<file path="src/rtl/exec_sched_pkg.sv">
// exec_sched_pkg
//   Shared types and constants for the action-execution scheduler.
//   Contents:
//     ADDR_W              width of primitive start / argument base addresses
//     SLOT_W              width of an executor slot index (up to 8 slots)
//     ex_sched_state_e    per-slot state encoding (IDLE/RUN/CPL/REL)
//     next_slot()         round-robin successor of a slot index
package exec_sched_pkg;

  localparam int ADDR_W = 32;
  localparam int SLOT_W = 3;

  typedef enum logic [1:0] {
    EX_SCHED_IDLE = 2'd0,
    EX_SCHED_RUN  = 2'd1,
    EX_SCHED_CPL  = 2'd2,
    EX_SCHED_REL  = 2'd3
  } ex_sched_state_e;

  // Slot after 'cur', wrapping to 0 at 'num'.
  function automatic logic [SLOT_W-1:0] next_slot(input logic [SLOT_W-1:0] cur,
                                                  input int unsigned       num);
    logic [SLOT_W:0] nxt;
    nxt = {1'b0, cur} + 4'd1;
    return (nxt >= 4'(num)) ? '0 : nxt[SLOT_W-1:0];
  endfunction

endpackage

</file>
<file path="src/rtl/sched_fifo.sv">
// sched_fifo
//   Request buffer for exec_sched. Circular buffer with power-of-2 depth;
//   the head entry is read straight out of the storage registers.
//   Ports:
//     clk, rst          clock, synchronous active-high reset (empties the FIFO)
//     push, push_data   write request and data
//     pop               remove head entry (ignored when empty)
//     head_data         current head entry
//     full, empty       status, derived from the registered count
//     count             number of stored entries
//   A push while full is taken only when a pop happens in the same cycle.
module sched_fifo #(
  parameter int WIDTH = 8,
  parameter int DEPTH = 4
) (
  input  logic                     clk,
  input  logic                     rst,
  input  logic                     push,
  input  logic [WIDTH-1:0]         push_data,
  input  logic                     pop,
  output logic [WIDTH-1:0]         head_data,
  output logic                     full,
  output logic                     empty,
  output logic [$clog2(DEPTH):0]   count
);

  localparam int PTR_W = $clog2(DEPTH);
  localparam logic [PTR_W:0] FULL_CNT = DEPTH[PTR_W:0];

  logic [WIDTH-1:0] mem [DEPTH];
  logic [PTR_W-1:0] wr_ptr;
  logic [PTR_W-1:0] rd_ptr;
  logic [PTR_W:0]   count_q;
  logic             do_push;
  logic             do_pop;

  assign full      = (count_q == FULL_CNT);
  assign empty     = (count_q == '0);
  assign count     = count_q;
  assign head_data = mem[rd_ptr];

  assign do_pop  = pop & ~empty;
  assign do_push = push & (~full | do_pop);

  always_ff @(posedge clk) begin
    if (do_push) mem[wr_ptr] <= push_data;
  end

  always_ff @(posedge clk) begin
    if (rst) begin
      wr_ptr  <= '0;
      rd_ptr  <= '0;
      count_q <= '0;
    end else begin
      if (do_push) wr_ptr <= wr_ptr + PTR_W'(1);
      if (do_pop)  rd_ptr <= rd_ptr + PTR_W'(1);
      case ({do_push, do_pop})
        2'b10:   count_q <= count_q + (PTR_W+1)'(1);
        2'b01:   count_q <= count_q - (PTR_W+1)'(1);
        default: count_q <= count_q;
      endcase
    end
  end

endmodule

</file>
<file path="src/rtl/exec_sched.sv">
// exec_sched
//   Dispatches action-execution requests (start address, argument base, tag)
//   from a request FIFO to NUM_EXEC executor slots, round-robin over free
//   slots, and runs each executor's start/done handshake. One completion is
//   reported per finished action.
//   Ports:
//     clk, rst                    clock, synchronous active-high reset
//     req_valid_i / req_ready_o   request handshake (ready = FIFO not full)
//     req_start_addr_i, req_args_i, req_tag_i   request payload
//     exe_start_o[k]              start level to executor k
//     exe_start_addr_o, exe_args_o  per-slot address/args, slot k = [32k+31:32k]
//     exe_done_i[k]               done level from executor k (may be sticky)
//     cpl_valid_o, cpl_tag_o, cpl_slot_o   one-cycle completion report
//     busy_o                      FIFO non-empty or any slot not idle
//   Optional build macro EXEC_SCHED_STATS_EN adds stat_disp_o, stat_cpl_o and
//   stat_stall_o (dispatches, completions, cycles with work queued but no free
//   slot), all wrapping 32-bit counters cleared by rst.
//
//   Slot states:
//     state | meaning
//     IDLE  | free, may be dispatched to
//     RUN   | start high, waiting for done (done ignored in the first cycle)
//     CPL   | done seen, start still high, waiting for the completion port
//     REL   | completion reported, start low, counting down the release time
module exec_sched
  import exec_sched_pkg::*;
#(
  parameter int NUM_EXEC       = 2,
  parameter int FIFO_DEPTH     = 4,
  parameter int TAG_W          = 8,
  parameter int RELEASE_CYCLES = 2
) (
  input  logic                       clk,
  input  logic                       rst,
  input  logic                       req_valid_i,
  output logic                       req_ready_o,
  input  logic [ADDR_W-1:0]          req_start_addr_i,
  input  logic [ADDR_W-1:0]          req_args_i,
  input  logic [TAG_W-1:0]           req_tag_i,
  output logic [NUM_EXEC-1:0]        exe_start_o,
  output logic [NUM_EXEC*ADDR_W-1:0] exe_start_addr_o,
  output logic [NUM_EXEC*ADDR_W-1:0] exe_args_o,
  input  logic [NUM_EXEC-1:0]        exe_done_i,
  output logic                       cpl_valid_o,
  output logic [TAG_W-1:0]           cpl_tag_o,
  output logic [SLOT_W-1:0]          cpl_slot_o,
  output logic                       busy_o
`ifdef EXEC_SCHED_STATS_EN
  ,
  output logic [31:0]                stat_disp_o,
  output logic [31:0]                stat_cpl_o,
  output logic [31:0]                stat_stall_o
`endif
);

  localparam int ENTRY_W = TAG_W + 2*ADDR_W;
  localparam int CNT_W   = $clog2(RELEASE_CYCLES + 1);
  localparam logic [CNT_W-1:0] REL_INIT = CNT_W'(RELEASE_CYCLES);

  // Request FIFO, entry = {tag, args, addr}
  logic                        fifo_push;
  logic                        fifo_full;
  logic                        fifo_empty;
  logic [ENTRY_W-1:0]          fifo_head;
  logic [$clog2(FIFO_DEPTH):0] fifo_count;
  logic [ADDR_W-1:0]           head_addr;
  logic [ADDR_W-1:0]           head_args;
  logic [TAG_W-1:0]            head_tag;

  // Slot state
  ex_sched_state_e   slot_state_q [NUM_EXEC];
  logic [CNT_W-1:0]  rel_cnt_q    [NUM_EXEC];
  logic [TAG_W-1:0]  slot_tag_q   [NUM_EXEC];
  logic [NUM_EXEC-1:0] first_run_q;
  logic [NUM_EXEC-1:0] slot_idle;
  logic [SLOT_W-1:0]   rr_q;

  // Dispatch / completion selection
  logic [7:0]        idle_pad;
  logic [SLOT_W:0]   cand;
  logic              disp_valid;
  logic [SLOT_W-1:0] disp_slot;
  logic              cpl_sel_valid;
  logic [SLOT_W-1:0] cpl_sel_slot;

  assign fifo_push   = req_valid_i & ~fifo_full;
  assign req_ready_o = ~fifo_full;

  sched_fifo #(
    .WIDTH (ENTRY_W),
    .DEPTH (FIFO_DEPTH)
  ) u_fifo (
    .clk       (clk),
    .rst       (rst),
    .push      (fifo_push),
    .push_data ({req_tag_i, req_args_i, req_start_addr_i}),
    .pop       (disp_valid),
    .head_data (fifo_head),
    .full      (fifo_full),
    .empty     (fifo_empty),
    .count     (fifo_count)
  );

  assign head_addr = fifo_head[ADDR_W-1:0];
  assign head_args = fifo_head[2*ADDR_W-1:ADDR_W];
  assign head_tag  = fifo_head[ENTRY_W-1:2*ADDR_W];

  always_comb begin
    slot_idle = '0;
    for (int k = 0; k < NUM_EXEC; k++) begin
      slot_idle[k] = (slot_state_q[k] == EX_SCHED_IDLE);
    end
  end

  assign busy_o = (fifo_count != '0) | ~(&slot_idle);

  // Round-robin: first idle slot at or after rr_q, modulo NUM_EXEC.
  // The idle vector is padded to 8 bits so a 3-bit slot index is always legal.
  always_comb begin
    disp_valid = 1'b0;
    disp_slot  = '0;
    cand       = '0;
    idle_pad   = '0;
    idle_pad[NUM_EXEC-1:0] = slot_idle;
    if (!fifo_empty) begin
      for (int i = 0; i < NUM_EXEC; i++) begin
        cand = {1'b0, rr_q} + 4'(i);
        if (cand >= 4'(NUM_EXEC)) cand = cand - 4'(NUM_EXEC);
        if (!disp_valid && idle_pad[cand[SLOT_W-1:0]]) begin
          disp_valid = 1'b1;
          disp_slot  = cand[SLOT_W-1:0];
        end
      end
    end
  end

  // Lowest-index CPL slot gets the completion port.
  always_comb begin
    cpl_sel_valid = 1'b0;
    cpl_sel_slot  = '0;
    for (int k = NUM_EXEC - 1; k >= 0; k--) begin
      if (slot_state_q[k] == EX_SCHED_CPL) begin
        cpl_sel_valid = 1'b1;
        cpl_sel_slot  = SLOT_W'(k);
      end
    end
  end

  always_ff @(posedge clk) begin
    if (rst) begin
      rr_q             <= '0;
      cpl_valid_o      <= 1'b0;
      cpl_tag_o        <= '0;
      cpl_slot_o       <= '0;
      exe_start_o      <= '0;
      exe_start_addr_o <= '0;
      exe_args_o       <= '0;
      first_run_q      <= '0;
      for (int k = 0; k < NUM_EXEC; k++) begin
        slot_state_q[k] <= EX_SCHED_IDLE;
        rel_cnt_q[k]    <= '0;
        slot_tag_q[k]   <= '0;
      end
    end else begin
      cpl_valid_o <= 1'b0;
      if (disp_valid) rr_q <= next_slot(disp_slot, NUM_EXEC);
      if (cpl_sel_valid) begin
        cpl_valid_o <= 1'b1;
        cpl_slot_o  <= cpl_sel_slot;
      end

      for (int k = 0; k < NUM_EXEC; k++) begin
        case (slot_state_q[k])
          EX_SCHED_IDLE: begin
            if (disp_valid && disp_slot == SLOT_W'(k)) begin
              slot_state_q[k]                   <= EX_SCHED_RUN;
              exe_start_o[k]                    <= 1'b1;
              first_run_q[k]                    <= 1'b1;
              slot_tag_q[k]                     <= head_tag;
              exe_start_addr_o[k*ADDR_W +: ADDR_W] <= head_addr;
              exe_args_o[k*ADDR_W +: ADDR_W]       <= head_args;
            end
          end
          EX_SCHED_RUN: begin
            // A done level left over from the previous action is still
            // visible in the cycle start rises, so that cycle is skipped.
            if (first_run_q[k]) begin
              first_run_q[k] <= 1'b0;
            end else if (exe_done_i[k]) begin
              slot_state_q[k] <= EX_SCHED_CPL;
            end
          end
          EX_SCHED_CPL: begin
            if (cpl_sel_valid && cpl_sel_slot == SLOT_W'(k)) begin
              slot_state_q[k] <= EX_SCHED_REL;
              exe_start_o[k]  <= 1'b0;
              rel_cnt_q[k]    <= REL_INIT;
              cpl_tag_o       <= slot_tag_q[k];
            end
          end
          EX_SCHED_REL: begin
            rel_cnt_q[k] <= rel_cnt_q[k] - CNT_W'(1);
            if (rel_cnt_q[k] == CNT_W'(1)) slot_state_q[k] <= EX_SCHED_IDLE;
          end
          default: slot_state_q[k] <= EX_SCHED_IDLE;
        endcase
      end
    end
  end

`ifdef EXEC_SCHED_STATS_EN
  always_ff @(posedge clk) begin
    if (rst) begin
      stat_disp_o  <= '0;
      stat_cpl_o   <= '0;
      stat_stall_o <= '0;
    end else begin
      if (disp_valid)    stat_disp_o <= stat_disp_o + 32'd1;
      if (cpl_sel_valid) stat_cpl_o  <= stat_cpl_o + 32'd1;
      if (!fifo_empty && slot_idle == '0) stat_stall_o <= stat_stall_o + 32'd1;
    end
  end
`endif

endmodule

</file>
<file path="config.mk">
export PLATFORM = sky130hd
export DESIGN_NAME = exec_sched
export DESIGN_NICKNAME = d
export VERILOG_FILES = /design/src/rtl/exec_sched_pkg.sv /design/src/rtl/sched_fifo.sv /design/src/rtl/exec_sched.sv
export SDC_FILE = /design/constraint.sdc
export NUM_CORES = 1
export LEC_CHECK = 0
export ABC_CLOCK_PERIOD_IN_PS = 4200
export BUFFER_PORTS_ARGS = -buffer_cell sky130_fd_sc_hd__buf_2
export CORE_ASPECT_RATIO = 1.5
export CORE_UTILIZATION = 55
export DETAILED_ROUTE_END_ITERATION = 8
export PLACE_DENSITY = 0.74
export SLEW_MARGIN = 0
export SYNTH_ARGS = -nofsm -noshare
export SYNTH_HDL_FRONTEND = slang
export SYNTH_SLANG_ARGS = --single-unit
</file>
<file path="constraint.sdc">
create_clock -name clk -period 4.2 [get_ports clk]
set_input_delay 0.84 -clock clk [delete_from_list [all_inputs] [get_ports clk]]
set_output_delay 0.84 -clock clk [all_outputs]
set_load 0.05 [all_outputs]
</file>
==> metrics.csv <==
stage,metric,value,unit
timing,hold_viol,0,
synthesis,synth_edf_count,312,
layout,syn2layout_area_growth,17.0,%
critical_path,cp_max_fo,34,
timing,fin_ws,553,ps
placed_design,placed_area,18700,µm²
routing,dr.pass1.iters,5,
timing,final.min_clock_period,3650,ps
routing,wl_per_cell,19.1,µm
clocking,post-cts-setup-buffers,0,
floorplan,die_h,219,µm
placed_design,io_buffer_count,218,
clocking,cts_tree,yes,
clocking,hold_buffers,0,
synthesis,yosys-top-cells-count,"312 x edfxtp_1, 268 x nand2_1, 154 x dfxtp_1",
clocking,numCtsBuffers,41,
synthesis,synth.distinct_cells,47,
synthesis,synth_area_leader_cell,edfxtp_1,
synthesis,synth-seq-area-share,72.1,%
pwr,clockPowerShare,31.6,%
timing,slew-limit-headroom,33.0,%
timing,fin_skew,22.7,ps
synthesis,synthArstFlopShare,0,%
critical_path,cp-start-kind,register,
routing,drt_iter0_drc,623,
critical_path,crit_arrival,4090,ps
clocking,cts.sinks,466,
min_path,hold-path-cell-count,2,
layout,drive_gt1_share,27.5,%
timing,fin_setup_tns,0,ps
timing,layout_worst_path_cycle_share,86.8,%
global_routing,grt_max_degree,98,
timing,grt_setup_unrepaired,false,
layout,final_nets,1479,
critical_path,reg2reg_from,rr_q[1],
critical_path,critPathCaptureType,register,
clocking,cts_max_path_buffers,3,
timing,worstMarginPinSlew,1010,ps
critical_path,cp_data_required_time,4650,ps
layout,stdcell_count,1827,
critical_path,path_class,register to register,
pwr,pwr-share-comb,22.9,%
routing,drc_errors,0,
min_path,hold_class,register to register,
routing,viasPerCell,5.45,
synthesis,syn_avg_cell_area,14.7,µm²
clocking,root_buffer,clkbuf_16,
floorplan,core,30900,µm²
global_routing,grt_pass1_vias,10100,
clocking,clk_latency,550,ps
layout,finish.instance_area,20200,µm²
placed_design,place_inst,1747,
pwr,power.density,636,nW/µm²
flow_run,max_cap_viol_count,0,
global_routing,track_usage,22.2,%
floorplan,initial_utilization,55.8,%
synthesis,yosysWarnings,0,
floorplan,io_pins,221,
placed_design,gp_congestion,0.789,
synthesis,synth_top_area_share,54.3,%
clocking,clk_pin_slew,70,ps
clocking,cts_htree_levels,2,
pwr,seq_power_share,45.5,%
global_routing,antenna_found_initial,7,
critical_path,reg2reg_slack,550,ps
run_status,status,finished clean,
critical_path,reg2reg_to,exe_start_addr_o[38],
global_routing,grt_pass1_wl,54.4,mm
pwr,netSwitchingPower,3.92,mW
clocking,cts_resized,0,
min_path,min_to,exe_args_o[54],
floorplan,dieArea,32100,µm²
timing,max_freq,0.274,GHz
placed_design,dp_slack,626,ps
critical_path,reg2reg_depth,12,
synthesis,synth_most_common_cell,edfxtp_1,
routing,antenna_left,0,
synthesis,synthTopCellsByArea,"edfxtp_1 54%, dfxtp_1 18%, mux4_2 9.4%",
synthesis,syn-cell-area,17300,µm²
timing,slew_violations,0,
floorplan,fp.dieW,147,µm
pwr,swShare,30.5,%
routing,wirelength,34.9,mm
synthesis,synth_seq_cells,466,
routing,vias,9957,
min_path,hold_start,exe_args_o[54],
pwr,max-vdd-ir-drop,0.521,mV
global_routing,overflow,0,
placed_design,dp_hpwl,21.6,mm
pwr,p_leak,7.22,nW
synthesis,synthCells,1175,
floorplan,num_rows,79,
pwr,internal_power,8.93,mW
synthesis,yosys_most_used_dff,edfxtp_1,
timing,setup_viol,0,
## logic make-up after synthesis
kind of cell / after synthesis / share of synthesized area (%)
xor+xnor: 4 / 0.203
other cells: 2 / 0.0435
compound gates: 178 / 5.70
mux: 80 / 9.86
buf+inv: 90 / 2.56
simple gates: 338 / 8.24
flops: 466 / 72.1
fa+ha+maj: 17 / 1.28
## routing by layer
layer  vias up  routed length [µm]  GRT usage [%]
met5         -                  36              0
met4         6                1010           8.78
met3        75                1910           4.24
met2       282               18700           40.6
met1      4901               13300           25.6
li1       4693                   -              -
## critical path: stages, from the launching register on
cell	delay [ps]
dfxtp_1	470
inv_1	130
ha_1	330
and3b_1	200
o32a_4	410
o21ai_4	240
nor2_1	130
ha_1	230
and3_1	190
o21ai_4	360
buf_4	530
nand2_1	110
a21oi_1	180
## power by group through the flow
stage	Clock [mW]	Combinational, mW	Sequential (mW)
5_1_grt	4.29	3.19	5.92
6_report	4.07	2.94	5.85
3_5_place_dp	0	2.96	5.96
3_3_place_gp	0	2.92	5.93
2_1_floorplan	0	1.70	6.42
4_1_cts	4.13	2.98	5.86
## flip-flops by register name, indices dropped and copies added, names as in the netlist, 2 cells and up, named ones only
signal,count
u_fifo.mem,288
exe_args_o,64
exe_start_addr_o,64
slot_tag_q,16
cpl_tag_o,8
rel_cnt_q,4
slot_state_q,4
rr_q,3
u_fifo.count,3
exe_start_o,2
first_run_q,2
u_fifo.rd_ptr,2
u_fifo.wr_ptr,2
## worst max-delay path by stage
stage                          from                    to  slack, ps  depth (start not counted)
floorplan           u_fifo.count[1]      u_fifo.mem[0][0]       1070                          3
global placement            rr_q[1]  exe_start_addr_o[59]        730                         12
detailed placement          rr_q[1]  exe_start_addr_o[60]        630                         12
CTS                         rr_q[1]  exe_start_addr_o[38]        560                         12
global route                rr_q[1]   exe_start_addr_o[7]        340                         13
finish                      rr_q[1]  exe_start_addr_o[38]        550                         12
## metrics by stage
| stage | hold WS (ps) | total power [mW] | util [%] |
|---|---|---|---|
| final | 450 | 12.9 | 65.3 |
| after global routing | 473 | 13.4 | 65.3 |
| after CTS | 453 | 13.0 | 65.3 |
| after detailed placement | 444 | 8.92 | 60.5 |
| after global placement | 440 | 8.84 | 60.5 |
| after floorplan | 449 | 8.11 | - |
## cells in the final DEF, fill, tap and decap left out, drive strengths merged, types with 3 or more instances in the layout
cell,count
nor2b,10
or3,7
nor2,22
nand2b,5
mux2i,8
nor3b,3
diode,4
conb,6
and3,6
inv,19
o21ai,12
dfxtp,154
buf,236
edfxtp,312
clkinv,6
clkbuf,61
nand2,268
ha,16
nand3b,3
a211oi,9
a21oi,146
nor3,6
mux4,72
bufinv,7
## cell type report
class	count	area [µm²]
flip-flops and latches	466	12500
fillers	2232	10700
multi-input cells	623	4440
repair buffers	236	1240
clock buffers	61	1220
well taps	405	507
clock inverters	15	255
inverters	17	63.8
diodes	4	10.0
Note: power is estimated with default switching activity, not from simulation.
